## config.mk

```make
export PLATFORM = sky130hd
export DESIGN_NAME = pipe_ctrl
export DESIGN_NICKNAME = d
export VERILOG_FILES = /design/src/rtl/pipe_ctrl_pkg.sv /design/src/rtl/pipe_ctrl_stall_watchdog.sv /design/src/rtl/pipe_ctrl.sv
export SDC_FILE = /design/constraint.sdc
export NUM_CORES = 1
export LEC_CHECK = 0
export BUFFER_PORTS_ARGS = -buffer_cell sky130_fd_sc_hd__buf_2
export CAP_MARGIN = 30
export CORE_UTILIZATION = 49
export CTS_BUF_LIST = sky130_fd_sc_hd__clkbuf_8 sky130_fd_sc_hd__clkbuf_16
export CTS_CLUSTER_DIAMETER = 50
export DETAILED_ROUTE_END_ITERATION = 16
export HOLD_SLACK_MARGIN = 0.12
export PLACE_DENSITY = 0.86
export SYNTH_ARGS = -nofsm -noshare
export SYNTH_HDL_FRONTEND = slang
export SYNTH_SLANG_ARGS = --single-unit
export TNS_END_PERCENT = 50
```

## constraint.sdc

```tcl
create_clock -name clk -period 4.8 [get_ports clk]
set_input_delay 1.2 -clock clk [delete_from_list [all_inputs] [get_ports clk]]
set_output_delay 1.2 -clock clk [all_outputs]
set_load 0.02 [all_outputs]
```

## src/rtl/pipe_ctrl_pkg.sv

```systemverilog
// rtl/pipe_ctrl_pkg.sv - shared stall vectors, exception codes and controller states
package pipe_ctrl_pkg;

  localparam logic [5:0]  StallMem  = 6'b011111;
  localparam logic [5:0]  StallEx   = 6'b001111;
  localparam logic [5:0]  StallId   = 6'b000111;
  localparam logic [5:0]  StallNone = 6'b000000;

  localparam logic [31:0] ExcEret   = 32'h0000_000E;

  typedef enum logic [1:0] {
    CtrlRun     = 2'd0,
    CtrlStalled = 2'd1,
    CtrlShadow  = 2'd2
  } ctrl_state_e;

  // The deepest requesting stage wins: freezing it freezes everything upstream.
  function automatic logic [5:0] stall_vec(input logic id, input logic ex, input logic mem);
    if (mem)     return StallMem;
    else if (ex) return StallEx;
    else if (id) return StallId;
    else         return StallNone;
  endfunction

endpackage

```

## src/rtl/pipe_ctrl_stall_watchdog.sv

```systemverilog
// rtl/pipe_ctrl_stall_watchdog.sv - stall run-length watchdog and saturating stall-cycle counter
module stall_watchdog #(
  parameter int STALL_TIMEOUT = 1023,
  parameter int CNT_WIDTH     = 32
) (
  input  logic                 clk,
  input  logic                 rst,
  input  logic                 stalled,
  input  logic                 clear,
  output logic [CNT_WIDTH-1:0] stall_cycles_o,
  output logic                 stall_timeout_o
);

  localparam int RunW = $clog2(STALL_TIMEOUT + 1);
  localparam logic [RunW-1:0] RunMax = RunW'(STALL_TIMEOUT);

  logic [RunW-1:0]      run_len_q, run_len_d;
  logic [CNT_WIDTH-1:0] cnt_q, cnt_d;
  logic                 timeout_q, timeout_d;

  always_comb begin
    run_len_d = run_len_q;
    cnt_d     = cnt_q;
    timeout_d = timeout_q | (run_len_q == RunMax);
    if (clear)
      run_len_d = '0;
    else if (stalled && run_len_q != RunMax)
      run_len_d = run_len_q + RunW'(1);
    if (stalled && cnt_q != {CNT_WIDTH{1'b1}})
      cnt_d = cnt_q + CNT_WIDTH'(1);
  end

  always_ff @(posedge clk) begin
    if (rst) begin
      run_len_q <= '0;
      cnt_q     <= '0;
      timeout_q <= 1'b0;
    end else begin
      run_len_q <= run_len_d;
      cnt_q     <= cnt_d;
      timeout_q <= timeout_d;
    end
  end

  assign stall_cycles_o  = cnt_q;
  assign stall_timeout_o = timeout_q;

endmodule

```

## src/rtl/pipe_ctrl.sv

```systemverilog
// rtl/pipe_ctrl.sv - pipeline stall merge, exception/ERET flush sequencing and stall watchdog
module pipe_ctrl
  import pipe_ctrl_pkg::*;
#(
  parameter int          STALL_TIMEOUT = 1023,
  parameter int          CNT_WIDTH     = 32,
  parameter logic [31:0] EXC_VEC       = 32'h0000_0020
) (
  input  logic                 clk,
  input  logic                 rst,
  input  logic                 stallreq_id_i,
  input  logic                 stallreq_ex_i,
  input  logic                 stallreq_mem_i,
  input  logic [31:0]          excepttype_i,
  input  logic [31:0]          cp0_epc_i,
  output logic [5:0]           stall_o,
  output logic                 flush_o,
  output logic [31:0]          new_pc_o,
  output logic [CNT_WIDTH-1:0] stall_cycles_o,
  output logic                 stall_timeout_o
);

  ctrl_state_e state_q, state_d;

  // Outputs are combinational so a stage freezes in the same cycle it asks.
  always_comb begin
    stall_o  = StallNone;
    flush_o  = 1'b0;
    new_pc_o = '0;
    state_d  = CtrlRun;
    if (rst) begin
      state_d = CtrlRun;
    end else if (excepttype_i != '0 && state_q != CtrlShadow) begin
      flush_o  = 1'b1;
      new_pc_o = (excepttype_i == ExcEret) ? cp0_epc_i : EXC_VEC;
      state_d  = CtrlShadow;
    end else begin
      stall_o = stall_vec(stallreq_id_i, stallreq_ex_i, stallreq_mem_i);
      state_d = (stall_o != StallNone) ? CtrlStalled : CtrlRun;
    end
  end

  always_ff @(posedge clk) begin
    if (rst) state_q <= CtrlRun;
    else     state_q <= state_d;
  end

  stall_watchdog #(
    .STALL_TIMEOUT (STALL_TIMEOUT),
    .CNT_WIDTH     (CNT_WIDTH)
  ) u_watchdog (
    .clk             (clk),
    .rst             (rst),
    .stalled         (stall_o != StallNone),
    .clear           ((stall_o == StallNone) || flush_o),
    .stall_cycles_o  (stall_cycles_o),
    .stall_timeout_o (stall_timeout_o)
  );

endmodule

```

==> impl_table.tex <==
\begin{tabular}{lr}
\hline
Metric & Value \\
\hline
\multicolumn{2}{l}{\textbf{Clocking}} \\
\quad Clock Path Buffers & 2 \\
\quad Root buffer cell & clkbuf\_8 \\
\quad Clk pin slew, worst setup/hold paths & 0.09 ns \\
\quad Postcts setup bufs & 0 \\
\quad H-tree levels & 2 \\
\quad TritonCTS clock tree & built \\
\quad Hold-fix buffers at CTS & 0 \\
\quad Number of buffers added by the clock tree synthesis step & 5 \\
\quad Clk Latency, worst-skew pair & 0.30 ns \\
\quad Num Clock Sinks & 45 \\
\quad Cts repair resizes & 0 \\
\multicolumn{2}{l}{\textbf{Timing}} \\
\quad Final count of negative-setup-slack endpoints & 0 \\
\quad Hold Worst Slack & 0.472 ns \\
\quad Setup repair after global routing missed its margin & no \\
\quad Fmax & 238 MHz \\
\quad Fin crit share & 87.4\% \\
\quad Max Clock Skew & 0.0114 ns \\
\quad Final critical delay including setup and external delays & 4.20 ns \\
\quad Final-report max-slew violation count & 0 \\
\quad Fin Setup TNS & 0 ns \\
\quad Slew of the pin with the lowest slew margin & 1.05 ns \\
\quad Headroom to the max-slew limit & 29.7\% \\
\quad Final Hold Fails & 0 \\
\multicolumn{2}{l}{\textbf{Worst setup path}} \\
\quad Category of the worst setup path launch point & primary input \\
\quad Cell breakdown of the critical path & buf\_2 > nor4\_1 > nand4\_1 > nor3\_1 > o211a\_1 > and2\_1 > buf\_2 \\
\quad Worst path top cell family by delay & simple AND/OR/NAND/NOR gates \\
\quad CP dominant cell by count & buf\_2 \\
\quad Crit path buffers/inverters & 2 \\
\quad Worst EP arrival & 3.00 ns \\
\quad CP Depth & 7 \\
\quad Category of the most critical setup path & in -> out \\
\quad Crit Path Max Fanout & 31 \\
\quad Register-to-Register Setup Slack & 2.02 ns \\
\quad Startpoint of the worst register-to-register path & u\_watchdog.stall\_cycles\_o[0] \\
\quad Worst reg2reg path endpoint & u\_watchdog.stall\_cycles\_o[30] \\
\quad Required time at the endpoint of the critical path & 3.60 ns \\
\quad Peak per-stage delay on the critical path & 0.58 ns \\
\quad Critical-path top delay cell & o211a\_1 \\
\quad FF-to-FF path depth & 6 \\
\quad Endpoint kind of the worst setup timing path & output pin \\
\multicolumn{2}{l}{\textbf{Synth}} \\
\quad Most area-consuming cells after synthesis & dfxtp\_1 34\%, and2\_1 8.7\%, or4\_1 6.2\%, o31ai\_1 5.9\%, a21oi\_1 4.5\% \\
\quad Post-synth cell types & 43 \\
\quad Share of flip-flops with an asynchronous set or reset after synthesis & 0\% \\
\quad Synthesized area divided by synthesized cell count & 8.01 um2 \\
\quad Post-Syn Area & 2660 um2 \\
\quad Cells after Synth & 332 \\
\quad Cell taking the most area after synthesis & dfxtp\_1 \\
\quad Top flip-flop cell by instance count after synthesis & dfxtp\_1 \\
\quad Number of enable flip-flop cells after synthesis & 0 \\
\quad Synth Warn \# & 0 \\
\quad Post-synthesis net count & 403 \\
\quad Sequential area share after synthesis & 33.9\% \\
\quad Most frequent cell after synthesis & dfxtp\_1 \\
\quad FF+latch count, synth & 45 \\
\quad Top cells by count, synth & 45 x dfxtp\_1, 37 x and2\_1, 29 x nor2\_1 \\
\quad Top-area cell type share of the netlist area & 33.9\% \\
\multicolumn{2}{l}{\textbf{GRT}} \\
\quad Total Routing Usage GR & 23.6\% \\
\quad Antenna violations before repair & 0 \\
\quad GR Overflow Total & 0 \\
\quad Pin count of the biggest net entering global routing & 58 \\
\quad Wire length of the first global-routing pass & 10300 um \\
\quad Via count of the first global-routing pass & 2283 \\
\multicolumn{2}{l}{\textbf{Power}} \\
\quad Total leakage power & 1.55 nW \\
\quad Power density cells & 216 nW/um2 \\
\quad Largest voltage drop on the vdd net & 0.000159 V \\
\multicolumn{2}{l}{\textbf{Finish}} \\
\quad N\_diodes & 0 \\
\quad Ratio of cells with drive above 1 in the final layout & 35.1\% \\
\quad Layout-stage area growth over the synthesis result & 30.5\% \\
\quad Total Nets Final & 529 \\
\quad Design Area, Final & 3470 um2 \\
\quad Final core utilization & 67.1\% \\
\multicolumn{2}{l}{\textbf{Status}} \\
\quad Result of the run & complete, no violations \\
\multicolumn{2}{l}{\textbf{Floorplanning}} \\
\quad Number of core rows & 26 \\
\quad Die extent in x & 75.7 um \\
\quad Die boundary height & 75.7 um \\
\quad Core Area & 5170 um2 \\
\quad Starting density of the core & 51.4\% \\
\quad Number of I/O pins & 141 \\
\quad Full die area & 5720 um2 \\
\multicolumn{2}{l}{\textbf{Placement}} \\
\quad Port-buffer cells & 139 \\
\quad Placed cell areas & 3340 um2 \\
\quad DPL Wire Length & 5210 um \\
\quad GP Congestion & 0.782 \\
\multicolumn{2}{l}{\textbf{Worst hold path}} \\
\quad Tightest Hold Check Type & reg -> reg \\
\quad Hold depth & 2 \\
\quad Launch point of the worst hold path & u\_watchdog.stall\_timeout\_o \\
\quad Hold Path Sink & u\_watchdog.stall\_timeout\_o \\
\multicolumn{2}{l}{\textbf{Detailed routing}} \\
\quad Routed via count divided by cell count & 5.52 \\
\quad Number of vias after detailed routing & 2921 \\
\quad Total Routed Length & 7060 um \\
\quad Post-DR wirelength/cell & 13.3 um \\
\quad Starting DRC count in detailed routing & 185 \\
\quad Drt first pass iters & 4 \\
\quad Count of nets left with antenna violations after detail routing & 0 \\
\quad Residual DRC & 0 \\
\multicolumn{2}{l}{\textbf{Job}} \\
\quad Count of max-cap constraint violations & 0 \\
\hline
\end{tabular}
-- registers in the layout, summed over array words and instances, names as in the netlist --
name and flops:
u_watchdog.stall_timeout_o 1, u_watchdog.stall_cycles_o 32, state_q 2, u_watchdog.run_len_q 10
-- kinds of logic after synthesis --
group / after synthesis / share of synthesized area [%]
and+or+nand+nor: 182 / 38.6
DFF: 45 / 33.9
adders and majority gates: 2 / 0.941
xor gates and xnor gates: 6 / 1.98
muxes: 10 / 4.19
AOI/OAI and AO/OA: 57 / 15.0
buffers and inverters: 29 / 5.27
other: 1 / 0.141
-- metal layers --
metal	up-vias	wire length [um]	track usage [%]
met5	-	0	0
met4	0	34	7.61
met3	2	355	4.10
met2	95	3360	33.8
met1	1356	3320	35.7
li1	1468	-	-
-- report_power, final --
group / internal (mW) / total [mW] / switching [mW]
sequential: 0.376 / 0.378 / 0.00260
clock: 0.156 / 0.289 / 0.133
combinational: 0.0333 / 0.0810 / 0.0477
-- per-stage QoR --
step / cells / power, mW / setup slack, ns
after floorplan: 332 / 0.431 / 0.713
after global placement: 520 / 0.463 / 0.709
after detailed placement: 520 / 0.465 / 0.594
after CTS: 528 / 0.754 / 0.584
after global routing: 529 / 0.779 / 0.331
final: 529 / 0.748 / 0.603
-- layout make-up --
cell class,count,area (um2)
clock buffer,5,68.8
clock inverter,3,46.3
fill,440,1700
sequential,45,901
multi-input combinational,258,1620
timing repair buffer,142,726
inverter,6,22.5
tap,70,87.6
-- cells in the final DEF (no fill, tap or decap), drive strengths merged, types with 2 or more instances in the layout --
| cell | synthesis | final |
|---|---|---|
| a21oi | 24 | 24 |
| and2 | 37 | 37 |
| and3 | 5 | 5 |
| and4 | 3 | 3 |
| buf | 9 | 142 |
| clkbuf | 14 | 5 |
| dfxtp | 45 | 45 |
| ha | 2 | 2 |
| inv | 6 | 6 |
| mux2 | 6 | 6 |
| mux2i | 4 | 4 |
| nand2 | 20 | 20 |
| nand2b | 2 | 2 |
| nand3 | 18 | 18 |
| nand4 | 9 | 9 |
| nor2 | 29 | 29 |
| nor2b | 7 | 7 |
| nor3 | 10 | 10 |
| nor3b | 2 | 2 |
| nor4 | 13 | 13 |
| o211a | 2 | 2 |
| o21ai | 2 | 2 |
| o31ai | 22 | 22 |
| or3 | 3 | 3 |
| or4 | 22 | 22 |
| xnor2 | 2 | 2 |
| xor2 | 4 | 4 |
-- worst register-to-register path, cell delays in order (launching register included) --
cell and delay (ns):
dfxtp_1 0.45, ha_1 0.26, nand2_1 0.10, nor4_1 0.89, nand3_1 0.31, nor4_1 0.29, mux2_2 0.37
-- worst max path at each step --
stage / from / to
detailed placement: excepttype_i[0] / new_pc_o[15]
floorplan: excepttype_i[13] / stall_o[4]
global placement: excepttype_i[9] / new_pc_o[11]
CTS: excepttype_i[0] / new_pc_o[15]
global route: excepttype_i[9] / new_pc_o[8]
finish: excepttype_i[0] / new_pc_o[15]
No activity file was read; power rests on OpenSTA's default activity.
